## src/rtl/sync_fifo_cfg.sv

```systemverilog
// Synchronous FIFO with programmable almost-full / almost-empty limits,
// config readback on the data port, and pulsed plus sticky error flags.
//
// Ports:
//   clk, rst_n          clock, synchronous active-low reset
//   i_wr_en, i_rd_en    push / pop requests
//   i_data_in           push data, also the config write value
//   i_cfg_wr, i_cfg_rd  limit write / readback (override push / pop)
//   i_cfg_sel           0 = almost-full limit, 1 = almost-empty limit
//   i_err_clr           clears the sticky error bits
//   o_data_out          registered pop data or limit readback
//   o_rd_valid          o_data_out loaded with a FIFO word this cycle
//   o_full, o_empty     occupancy flags
//   o_almost_full       full or count >= almost-full limit
//   o_almost_empty      empty or count <= almost-empty limit
//   o_count             occupancy, 0..DEPTH
//   o_overflow          one-cycle pulse after a push attempted while full
//   o_underflow         one-cycle pulse after a pop attempted while empty
//   o_ovf_sticky        latched overflow, held until i_err_clr
//   o_udf_sticky        latched underflow, held until i_err_clr
module sync_fifo_cfg #(
    parameter int DATA_W = 8,
    parameter int DEPTH  = 16,
    parameter int AF_RST = DEPTH / 2,
    parameter int AE_RST = 1
) (
    input  logic                    clk,
    input  logic                    rst_n,
    input  logic                    i_wr_en,
    input  logic                    i_rd_en,
    input  logic [DATA_W-1:0]       i_data_in,
    input  logic                    i_cfg_wr,
    input  logic                    i_cfg_rd,
    input  logic                    i_cfg_sel,
    input  logic                    i_err_clr,
    output logic [DATA_W-1:0]       o_data_out,
    output logic                    o_rd_valid,
    output logic                    o_full,
    output logic                    o_empty,
    output logic                    o_almost_full,
    output logic                    o_almost_empty,
    output logic [$clog2(DEPTH):0]  o_count,
    output logic                    o_overflow,
    output logic                    o_underflow,
    output logic                    o_ovf_sticky,
    output logic                    o_udf_sticky
);

    localparam int AW = $clog2(DEPTH);
    // Wide enough to hold both the full data word and the value DEPTH,
    // so saturation sees every bit of the written value.
    localparam int XW = (DATA_W > AW + 1) ? DATA_W : AW + 1;

    localparam logic [AW:0]   LIM_MAX   = (AW + 1)'(DEPTH);
    localparam logic [XW-1:0] LIM_MAX_X = XW'(DEPTH);
    localparam logic [AW:0]   AF_INIT   = (AW + 1)'(AF_RST);
    localparam logic [AW:0]   AE_INIT   = (AW + 1)'(AE_RST);

    logic [DATA_W-1:0] r_mem [DEPTH];
    logic [AW:0]       r_wr_ptr;
    logic [AW:0]       r_rd_ptr;
    logic [AW:0]       r_af_lim;
    logic [AW:0]       r_ae_lim;
    logic [DATA_W-1:0] r_data_out;
    logic              r_rd_valid;
    logic              r_ovf;
    logic              r_udf;
    logic              r_ovf_st;
    logic              r_udf_st;

    logic [AW:0]       w_count;
    logic              w_full;
    logic              w_empty;
    logic              w_push;
    logic              w_pop;
    logic              w_ovf_ev;
    logic              w_udf_ev;
    logic [XW-1:0]     w_din_x;
    logic [AW:0]       w_cfg_val;
    logic [AW:0]       w_lim_sel;

    // Extra pointer MSB distinguishes full from empty when low bits match.
    assign w_full  = (r_wr_ptr[AW] != r_rd_ptr[AW]) &&
                     (r_wr_ptr[AW-1:0] == r_rd_ptr[AW-1:0]);
    assign w_empty = (r_wr_ptr == r_rd_ptr);
    assign w_count = r_wr_ptr - r_rd_ptr;

    assign w_push   = i_wr_en & ~i_cfg_wr & ~w_full;
    assign w_pop    = i_rd_en & ~i_cfg_rd & ~w_empty;
    assign w_ovf_ev = i_wr_en & ~i_cfg_wr & w_full;
    assign w_udf_ev = i_rd_en & ~i_cfg_rd & w_empty;

    assign w_din_x   = XW'(i_data_in);
    assign w_cfg_val = (w_din_x > LIM_MAX_X) ? LIM_MAX : w_din_x[AW:0];
    assign w_lim_sel = i_cfg_sel ? r_ae_lim : r_af_lim;

    // Storage is not cleared by reset; writes are simply blocked during it.
    always_ff @(posedge clk) begin
        if (rst_n && w_push) begin
            r_mem[r_wr_ptr[AW-1:0]] <= i_data_in;
        end
    end

    always_ff @(posedge clk) begin
        if (!rst_n) begin
            r_wr_ptr   <= '0;
            r_rd_ptr   <= '0;
            r_af_lim   <= AF_INIT;
            r_ae_lim   <= AE_INIT;
            r_data_out <= '0;
            r_rd_valid <= 1'b0;
            r_ovf      <= 1'b0;
            r_udf      <= 1'b0;
            r_ovf_st   <= 1'b0;
            r_udf_st   <= 1'b0;
        end else begin
            if (w_push) begin
                r_wr_ptr <= r_wr_ptr + 1'b1;
            end
            if (w_pop) begin
                r_rd_ptr <= r_rd_ptr + 1'b1;
            end
            if (i_cfg_wr) begin
                if (i_cfg_sel) begin
                    r_ae_lim <= w_cfg_val;
                end else begin
                    r_af_lim <= w_cfg_val;
                end
            end
            if (i_cfg_rd) begin
                r_data_out <= DATA_W'(w_lim_sel);
            end else if (w_pop) begin
                r_data_out <= r_mem[r_rd_ptr[AW-1:0]];
            end
            r_rd_valid <= w_pop;
            r_ovf      <= w_ovf_ev;
            r_udf      <= w_udf_ev;
            // A new error in the clearing cycle still latches.
            if (w_ovf_ev) begin
                r_ovf_st <= 1'b1;
            end else if (i_err_clr) begin
                r_ovf_st <= 1'b0;
            end
            if (w_udf_ev) begin
                r_udf_st <= 1'b1;
            end else if (i_err_clr) begin
                r_udf_st <= 1'b0;
            end
        end
    end

    assign o_data_out     = r_data_out;
    assign o_rd_valid     = r_rd_valid;
    assign o_full         = w_full;
    assign o_empty        = w_empty;
    assign o_almost_full  = w_full | (w_count >= r_af_lim);
    assign o_almost_empty = w_empty | (w_count <= r_ae_lim);
    assign o_count        = w_count;
    assign o_overflow     = r_ovf;
    assign o_underflow    = r_udf;
    assign o_ovf_sticky   = r_ovf_st;
    assign o_udf_sticky   = r_udf_st;

endmodule

```

## config.mk

```make
export PLATFORM = sky130hd
export DESIGN_NAME = sync_fifo_cfg
export DESIGN_NICKNAME = d
export VERILOG_FILES = /design/src/rtl/sync_fifo_cfg.sv
export SDC_FILE = /design/constraint.sdc
export NUM_CORES = 1
export LEC_CHECK = 0
export CAP_MARGIN = 5
export CORE_UTILIZATION = 54
export DETAILED_ROUTE_END_ITERATION = 10
export MAX_ROUTING_LAYER = met4
export PLACE_DENSITY = 0.87
export SLEW_MARGIN = 0
export SYNTH_ARGS = -nofsm -noshare
export SYNTH_HDL_FRONTEND = slang
export SYNTH_SLANG_ARGS = --single-unit
```

## constraint.sdc

```tcl
create_clock -name clk -period 2.38 [get_ports clk]
set_clock_uncertainty 0.05 [all_clocks]
set_input_delay 0.238 -clock clk [delete_from_list [all_inputs] [get_ports clk]]
set_output_delay 0.238 -clock clk [all_outputs]
set_load 0.01 [all_outputs]
```

# After elaboration in Yosys (flattened, before gate mapping)
# Memory sizes are Yosys's and may differ from the RTL's. A register that Yosys moved wholly into a read port is not among the register bits.
# Index checks and enable logic that the tools add are counted.
# totals
ff_bits	33
latchBits	0
mem_bits_rw	128
mem_bits_ro	0
inputBits	16
out_inout_bits	22
word_cells	54
memories	1
# op_classes
add_sub_neg	3
mul	0
div	0
magnitude_cmp	3
n_eq_ne	3
shift	0
n_mux	11
n_bitwise	14
reduce_logical	8
# mem_list
memory	depth	word_bits	rd	rd_ports_with_merged_regs	wr	line	text
r_mem	16	8	1	1	1	59	logic [DATA_W-1:0] r_mem [DEPTH];
# op_table
cell	n
$mux 5	4
$add 5x1->5 const B	2
$gt 8x5->1 const B	1
$mux 4	2
$and 1x1->1	6
$not 1->1	6
$reduce_bool 2->1	3
$eq 5x5->1	1
$ge 5x5->1	1
$le 5x5->1	1
$mux 1	5
$sub 5x5->5	1
$eq 4x4->1	1
$reduce_and 2->1	2
$logic_and 1x1->1	2
$or 1x1->1	2
$reduce_or 2->1	1
$ne 1x1->1	1

# Logic depth before layout (Yosys ltp)
# Gate-level depths: netlist (run 1).
# logic_depth
depth_word	7
mapped_depth	10
depth_no_buf	10

# Least setup slack after synthesis (run 1)
# OpenSTA, ideal clock, no wires.
# synth_timing
path_type	register -> output
startpoint	register r_wr_ptr[0]
endpoint	output o_almost_empty
arrival_time_ns	2.351
required_ns	2.092
path_slack_ns	-0.259
path_stages_with_launch	11
path_buffers	0
cell_sequence	dfxtp_1 inv_1 ha_1 inv_1 fa_1 ha_1 nor2b_1 o21a_1 o21a_1 o21a_1 o21ai_0
# synth_between
elab_chain_len	3
elab_cells_between_ends	4
classes_between	add/sub (1); order compare (1); eq/ne (1); bitwise (1)
# synth_lines
item	line	text
start: declaration	60	logic [AW:0] r_wr_ptr;
start signal: assignment	118	r_wr_ptr <= r_wr_ptr + 1'b1;
$sub 5x5->5	86	assign w_count = r_wr_ptr - r_rd_ptr;
net o_count[1]	42	output logic [$clog2(DEPTH):0] o_count,
$le 5x5->1	157	assign o_almost_empty = w_empty | (w_count <= r_ae_lim);
$or 1x1->1	157	
end: declaration	41	output logic o_almost_empty,
# The timed path passes the listed nets, and every way through them passes these cells.

# Worst setup path after layout (run 1)
# layout_timing
startpoint	register r_wr_ptr[0]
endpoint	output o_almost_empty
# layout_between
elab_chain_len	3
elab_cells_between_ends	4
classes_between	add/sub (1); order compare (1); eq/ne (1); bitwise (1)
# layout_lines
item	line
$sub 5x5->5	86
$le 5x5->1	157
$or 1x1->1 *	157
# Every way passes the cells marked *; elsewhere a longest branch is shown, timed or not.

==> results of run 1 <==
[timing repair]
| item | 4_1_cts | 5_1_grt |
|---|---|---|
| setup buffers | 10 | 3 |
| cloned | 0 | 0 |
| setup endpoints to repair | 10 | 136 |
| pin swaps | 9 | 4 |
| resized for setup | 34 | 15 |
[final timing paths]
path                             startpoint                         to  slack, ns  depth (start not counted)
setup / recovery   r_wr_ptr[0]$_SDFFE_PN0P_             o_almost_empty      -0.70                         11
hold / removal    o_ovf_sticky$_SDFFE_PN0P_  o_ovf_sticky$_SDFFE_PN0P_       0.41                          1
setup reg to reg   r_rd_ptr[1]$_SDFFE_PN0P_     r_mem[13][3]$_DFFE_PP_       0.02                         10
hold reg to reg   o_ovf_sticky$_SDFFE_PN0P_  o_ovf_sticky$_SDFFE_PN0P_       0.41                          1
[metrics by stage]
step                hold WS (ns)  TNS [ns]  cell area, um2  instances  worst slack, ns
finish                     0.405     -1.47            8660        778           -0.701
detailed placement         0.388     -1.02            7860        734           -0.540
floorplan                  0.287   -0.0718            7020        497          -0.0548
global route               0.422     -3.97            8660        778           -0.742
CTS                        0.403     -1.15            8600        775           -0.586
global placement           0.383    -0.918            7860        734           -0.503
[layout make-up]
cell class	instances	area [um2]	share of cell area (%)
inverters	16	62.6	0.723
multi-input cells	296	2350	27.1
well taps	172	215	2.49
repair buffers	97	828	9.57
clock buffers	18	429	4.96
flip-flops and latches	165	4590	53.0
clock inverters	14	186	2.15
[cells by family (layout without fill, tap and decap cells)]
logic type | after synthesis | count (layout) | synth area share, %
AOI/OAI and AO/OA | 77 | 77 | 7.65
xor gates and xnor gates | 12 | 12 | 1.62
adders and majority gates | 20 | 20 | 3.70
buffers and inverters | 36 | 145 | 2.66
DFF | 165 | 165 | 65.8
muxes | 44 | 44 | 8.48
and+or+nand+nor | 143 | 143 | 10.1
[metal layers]
metal	vias to the layer above	routed length, um	track usage [%]
li1	2044	-	-
met1	2362	6620	32.4
met2	349	9400	46.5
met3	78	1660	7.48
met4	0	741	14.1
met5	-	0	-
[layout by cell type, fill, tap and decap left out, drive strengths merged]
cell type and n:
a21oi 12, a31oi 6, and3 2, nor2 24
clkinvlp 1, a21o 7, bufinv 3, xnor2 10
xor2 2, nand2 46, a21boi 8, nand3 19
o21bai 1, clkinv 3, o21ai 10, nand4 6
nor4 2, a22oi 13, ha 19, nand2b 7
dfxtp 37, dlygate4sd2 3, and2 9, edfxtp 128
o211ai 5, and4 1, nor3 5, o21a 3
or3 2, nor2b 20, buf 64, a211oi 11
mux2i 32, clkdlybuf4s50 29, clkbuf 19, fa 1
mux4 12, inv 23, a211o 1
[critical path: stages, from the launching register on]
cell,delay (ns)
dfxtp_2,0.34
inv_4,0.06
ha_4,0.12
inv_2,0.04
fa_2,0.61
ha_4,0.22
nor2b_1,0.14
o21a_1,0.16
o21a_1,0.17
o21a_1,0.19
o21ai_2,0.15
buf_2,0.16
[registers in the layout, indices dropped and copies added (netlist names), named ones only]
name and cells:
o_data_out 8, o_overflow 1, o_ovf_sticky 1, o_rd_valid 1
o_udf_sticky 1, o_underflow 1, r_ae_lim 5, r_af_lim 5
r_mem 128, r_rd_ptr 5, r_wr_ptr 5
[power by group through the flow]
stage | registers (mW) | logic (mW) | clock network [mW]
CTS | 3.15 | 0.536 | 2.86
global route | 3.15 | 0.615 | 3.01
global placement | 3.21 | 0.480 | 0
floorplan | 3.21 | 0.280 | 0
finish | 3.15 | 0.584 | 2.89
detailed placement | 3.21 | 0.500 | 0
==> results.json, run 1 <==
{
  "outcome": "finished with violations",
  "violations": "negative setup slack",
  "switchingPower_mw": 1.54,
  "post-route-period-util_pct": 129,
  "path_max_fanout": 3,
  "core_area_mm2": 0.0126,
  "vias_per_cell": 6.21,
  "grt_usage_pct": 28.4,
  "p_clk_share_pct": 43.7,
  "hold_class": "reg -> reg",
  "setup_ws_ns": -0.701,
  "setup_viol": 4,
  "max_cap_viol_count": 0,
  "io_buffers": 37,
  "clock_latency_ns": 0.43,
  "seqPwrFrac_pct": 47.5,
  "critPathArrivalTime_ns": 2.79,
  "slew_headroom_pct": 47.5,
  "cts_root_buf": "clkbuf_16",
  "area_delta_synth_final_pct": 24.3,
  "clock_sinks": 165,
  "synth_edf_count": 128,
  "synth_commonest_cells": "edfxtp_1 (128), nand2_1 (45), dfxtp_1 (37)",
  "critPathKind": "reg -> out",
  "cts_hold_buf": 0,
  "p_leak_nw": 3.01,
  "synth_top_area_share_pct": 55.2,
  "cts_buffer_depth": 2,
  "synthesis.nets": 533,
  "io_pins": 38,
  "design.die.area_mm2": 0.0134,
  "wl_um": 18400,
  "nNetsFinal": 629,
  "synth_cell_types": 43,
  "postRouteAntennaNets": 0,
  "final_util_pct": 68.6,
  "rsz0062_at_grt": "yes",
  "route.detailed.drc": 0,
  "vias": 4833,
  "yosysMostFrequentCell": "edfxtp_1",
  "ir_worst_vdd_mv": 0.460,
  "cts_buffers": 17,
  "syn_area_per_cell_um2": 14.0,
  "grt_pass1_wl_um": 26200,
  "final_max_slew_viol_count": 0,
  "finalPower_mw": 6.63,
  "hpwl_um": 10600,
  "p_per_area_mw_per_mm2": 765,
  "htree_levels": 4,
  "endpoint_kind": "output pin",
  "yosysWarnings": 0,
  "cp_data_required_time_ns": 2.09,
  "drt-wirelength-per-cell_um": 23.7,
  "drt_iter0_markers": 568,
  "start_util_pct": 55.2,
  "fmax_mhz": 325,
  "rows": 41,
  "synth_cells": 497,
  "synthFlopType": "edfxtp_1",
  "firstDrtPassIters": 5,
  "grt_pass1_vias": 4843,
  "n_fill_cell": 804,
  "diodes": 0,
  "ys_async_sr_fraction_pct": 0,
  "antenna_found_initial": 0,
  "p_comb_share_pct": 8.8,
  "p_int_mw": 5.09,
  "ys_seq_area_share_pct": 65.8,
  "clkSlewWorstSetupHoldPaths_ns": 0.07,
  "cts_tree": "yes",
  "synth_area_leader_cell": "edfxtp_1",
  "ys_ff_latch": 165,
  "synth_area_leaders": "edfxtp_1 (55%), dfxtp_1 (11%), mux2i_1 (4.6%)",
  "worst_pin_slew_ns": 0.785,
  "die_h_um": 116,
  "globalplace.congestion": 0.863,
  "drive_gt1_share_pct": 23.9,
  "startpoint_type": "register",
  "dieWidth_um": 116,
  "hold_viol_final": 0,
  "syn_area_mm2": 0.00697,
  "grt_max_degree": 51,
  "power.share.switching_pct": 23.3,
  "period_minus_slack_ns": 3.08,
  "grt-ovfl-total": 0
}
Power figures use the tool's default switching activity.
==> inputs of run 2 (changes only) <==
CORE_UTILIZATION = 55   (was 54)
DONT_BUFFER_PORTS = 1   (was default)
PLACE_DENSITY = 0.84   (was 0.87)
TNS_END_PERCENT = 30   (was default)
==> results.json, run 2 (same netlist as run 1, synthesis figures left out) <==
{
  "final_cell_mix": "edfxtp_1 (128), nand2_1 (45), buf_4 (39)",
  "r2r-start": "r_rd_ptr[2]$_SDFFE_PN0P_",
  "fmax_mhz": 352,
  "final_max_slew_viol_count": 0,
  "globalplace.congestion": 0.825,
  "cts_root_buf": "clkbuf_16",
  "design.die.area_mm2": 0.0131,
  "grt-ovfl-total": 0,
  "hold_viol_final": 0,
  "p_leak_nw": 2.77,
  "reg2reg_setup_slack_ns": 0.17,
  "clock_latency_ns": 0.42,
  "hold_class": "in -> reg",
  "route.detailed.drc": 0,
  "finalInstanceArea_mm2": 0.00815,
  "n_fill_cell": 829,
  "placed_cell_area_mm2": 0.00741,
  "p_per_area_mw_per_mm2": 766,
  "drt-wirelength-per-cell_um": 20.3,
  "vias_per_cell": 5.83,
  "fin_setup_tns_ns": -0.907,
  "grt_pass1_wl_um": 22900,
  "min_path_cells": 3,
  "critPathKind": "reg -> out",
  "timing.rr.end": "r_mem[1][1]$_DFFE_PP_",
  "rsz0062_at_grt": "yes",
  "clock_sinks": 165,
  "setup_viol": 2,
  "max_cap_viol_count": 0,
  "start_util_pct": 57.3,
  "slew_headroom_pct": 42.9,
  "core_area_mm2": 0.0122,
  "endpoint_kind": "output pin",
  "outcome": "finished with violations",
  "critPathArrivalTime_ns": 2.55,
  "largest_reg_flops": 128,
  "path_max_fanout": 3,
  "nNetsFinal": 586,
  "final_common_cell": "edfxtp_1",
  "postRouteAntennaNets": 0,
  "cp_data_required_time_ns": 2.09,
  "cts_buffers": 17,
  "violations": "negative setup slack",
  "dieWidth_um": 115,
  "vias": 4264,
  "area_delta_synth_final_pct": 17.0,
  "min_to": "r_af_lim[2]$_SDFFE_PN0P_",
  "startpoint_type": "register",
  "reg2reg_depth": 8,
  "firstDrtPassIters": 7,
  "wl_um": 14900,
  "grt_usage_pct": 25.2,
  "grt_max_degree": 51,
  "period_minus_slack_ns": 2.84,
  "io_buffers": 0,
  "rows": 40,
  "htree_levels": 4,
  "setup_ws_ns": -0.461,
  "die_h_um": 115,
  "min-delay-start": "i_cfg_sel",
  "ir_worst_vdd_mv": 0.761,
  "cts_buffer_depth": 2,
  "grt_pass1_vias": 4398,
  "diodes": 0,
  "post-cts-setup-buffers": 0,
  "antenna_found_initial": 0,
  "cts_tree": "yes",
  "final_util_pct": 67.0,
  "drt_iter0_markers": 280,
  "drive_gt1_share_pct": 17.2,
  "clkSlewWorstSetupHoldPaths_ns": 0.06,
  "io_pins": 38,
  "post-route-period-util_pct": 119,
  "worst_pin_slew_ns": 0.857,
  "hpwl_um": 9740
}
==> run 2: cell count changes in the layout (fill, tap and decap cells not counted), sizes merged <==
cell           change
clkdlybuf4s50     -29
dlymetal6s4s       +1
buf               -24
inv                -6
dlygate4sd2        -3
clkinv             +3
clkbuf             +2
dlygate4sd3       +13
==> run 2: cell type report <==
type | instances | area (um2) | area share [%]
clock buffers | 21 | 440 | 5.40
inverters | 16 | 62.6 | 0.768
flip-flops and latches | 165 | 4590 | 56.3
well taps | 168 | 210 | 2.58
multi-input cells | 296 | 2260 | 27.7
repair buffers | 54 | 455 | 5.59
clock inverters | 11 | 133 | 1.63
==> run 2: through the flow <==
stage / instances / power (mW) / hold slack, ns / worst slack, ns
4_1_cts: 731 / 6.26 / 0.00344 / -0.499
5_1_grt: 731 / 6.41 / 0.0202 / -0.583
3_3_place_gp: 685 / 3.56 / 0.275 / -0.0342
2_1_floorplan: 497 / 3.49 / 0.287 / -0.0548
6_report: 731 / 6.24 / 0.0220 / -0.461
3_5_place_dp: 685 / 3.57 / 0.280 / -0.0535
==> run 2: worst max path at each step <==
stage | from | endpoint | slack [ns] | cells past startpoint
after floorplan | r_wr_ptr[0]$_SDFFE_PN0P_ | o_almost_empty | -0.05 | 10
after global placement | r_wr_ptr[0]$_SDFFE_PN0P_ | o_almost_empty | -0.03 | 10
after detailed placement | r_wr_ptr[0]$_SDFFE_PN0P_ | o_almost_empty | -0.05 | 10
after CTS | r_wr_ptr[0]$_SDFFE_PN0P_ | o_almost_empty | -0.50 | 10
after global routing | r_wr_ptr[0]$_SDFFE_PN0P_ | o_almost_empty | -0.58 | 10
final | r_wr_ptr[0]$_SDFFE_PN0P_ | o_almost_full | -0.46 | 9
==> run 2: critical path, cell delays in order (launching register included) <==
cell     delay [ns]
dfxtp_2        0.33
inv_4          0.06
ha_4           0.12
inv_2          0.04
fa_2           0.59
ha_4           0.21
a21o_1         0.15
a21o_1         0.16
a21o_1         0.17
a211o_1        0.30
==> run 2: repair_timing <==
| action | 4_1_cts | 5_1_grt |
|---|---|---|
| hold endpoints to repair | 160 | 0 |
| resized for setup | 0 | 5 |
| pin swaps | 1 | 0 |
| endpoints found under the setup margin | 3 | 123 |
| hold buffers | 14 | 0 |
==> run 2: per-layer routing <==
layer	GRT usage [%]	share of wire, %	vias up
met2	41.3	50	164
met3	6.14	7.1	29
li1	-	-	1964
met4	10.6	2.3	0
met5	-	0	-
met1	30.1	41	2107
==> run 2: power by group <==
part | switching, mW | leakage, nW | internal, mW
Clock | 1.03 | 0.278 | 1.64
Sequential | 0.0306 | 1.45 | 3.13
Combinational | 0.227 | 1.04 | 0.188
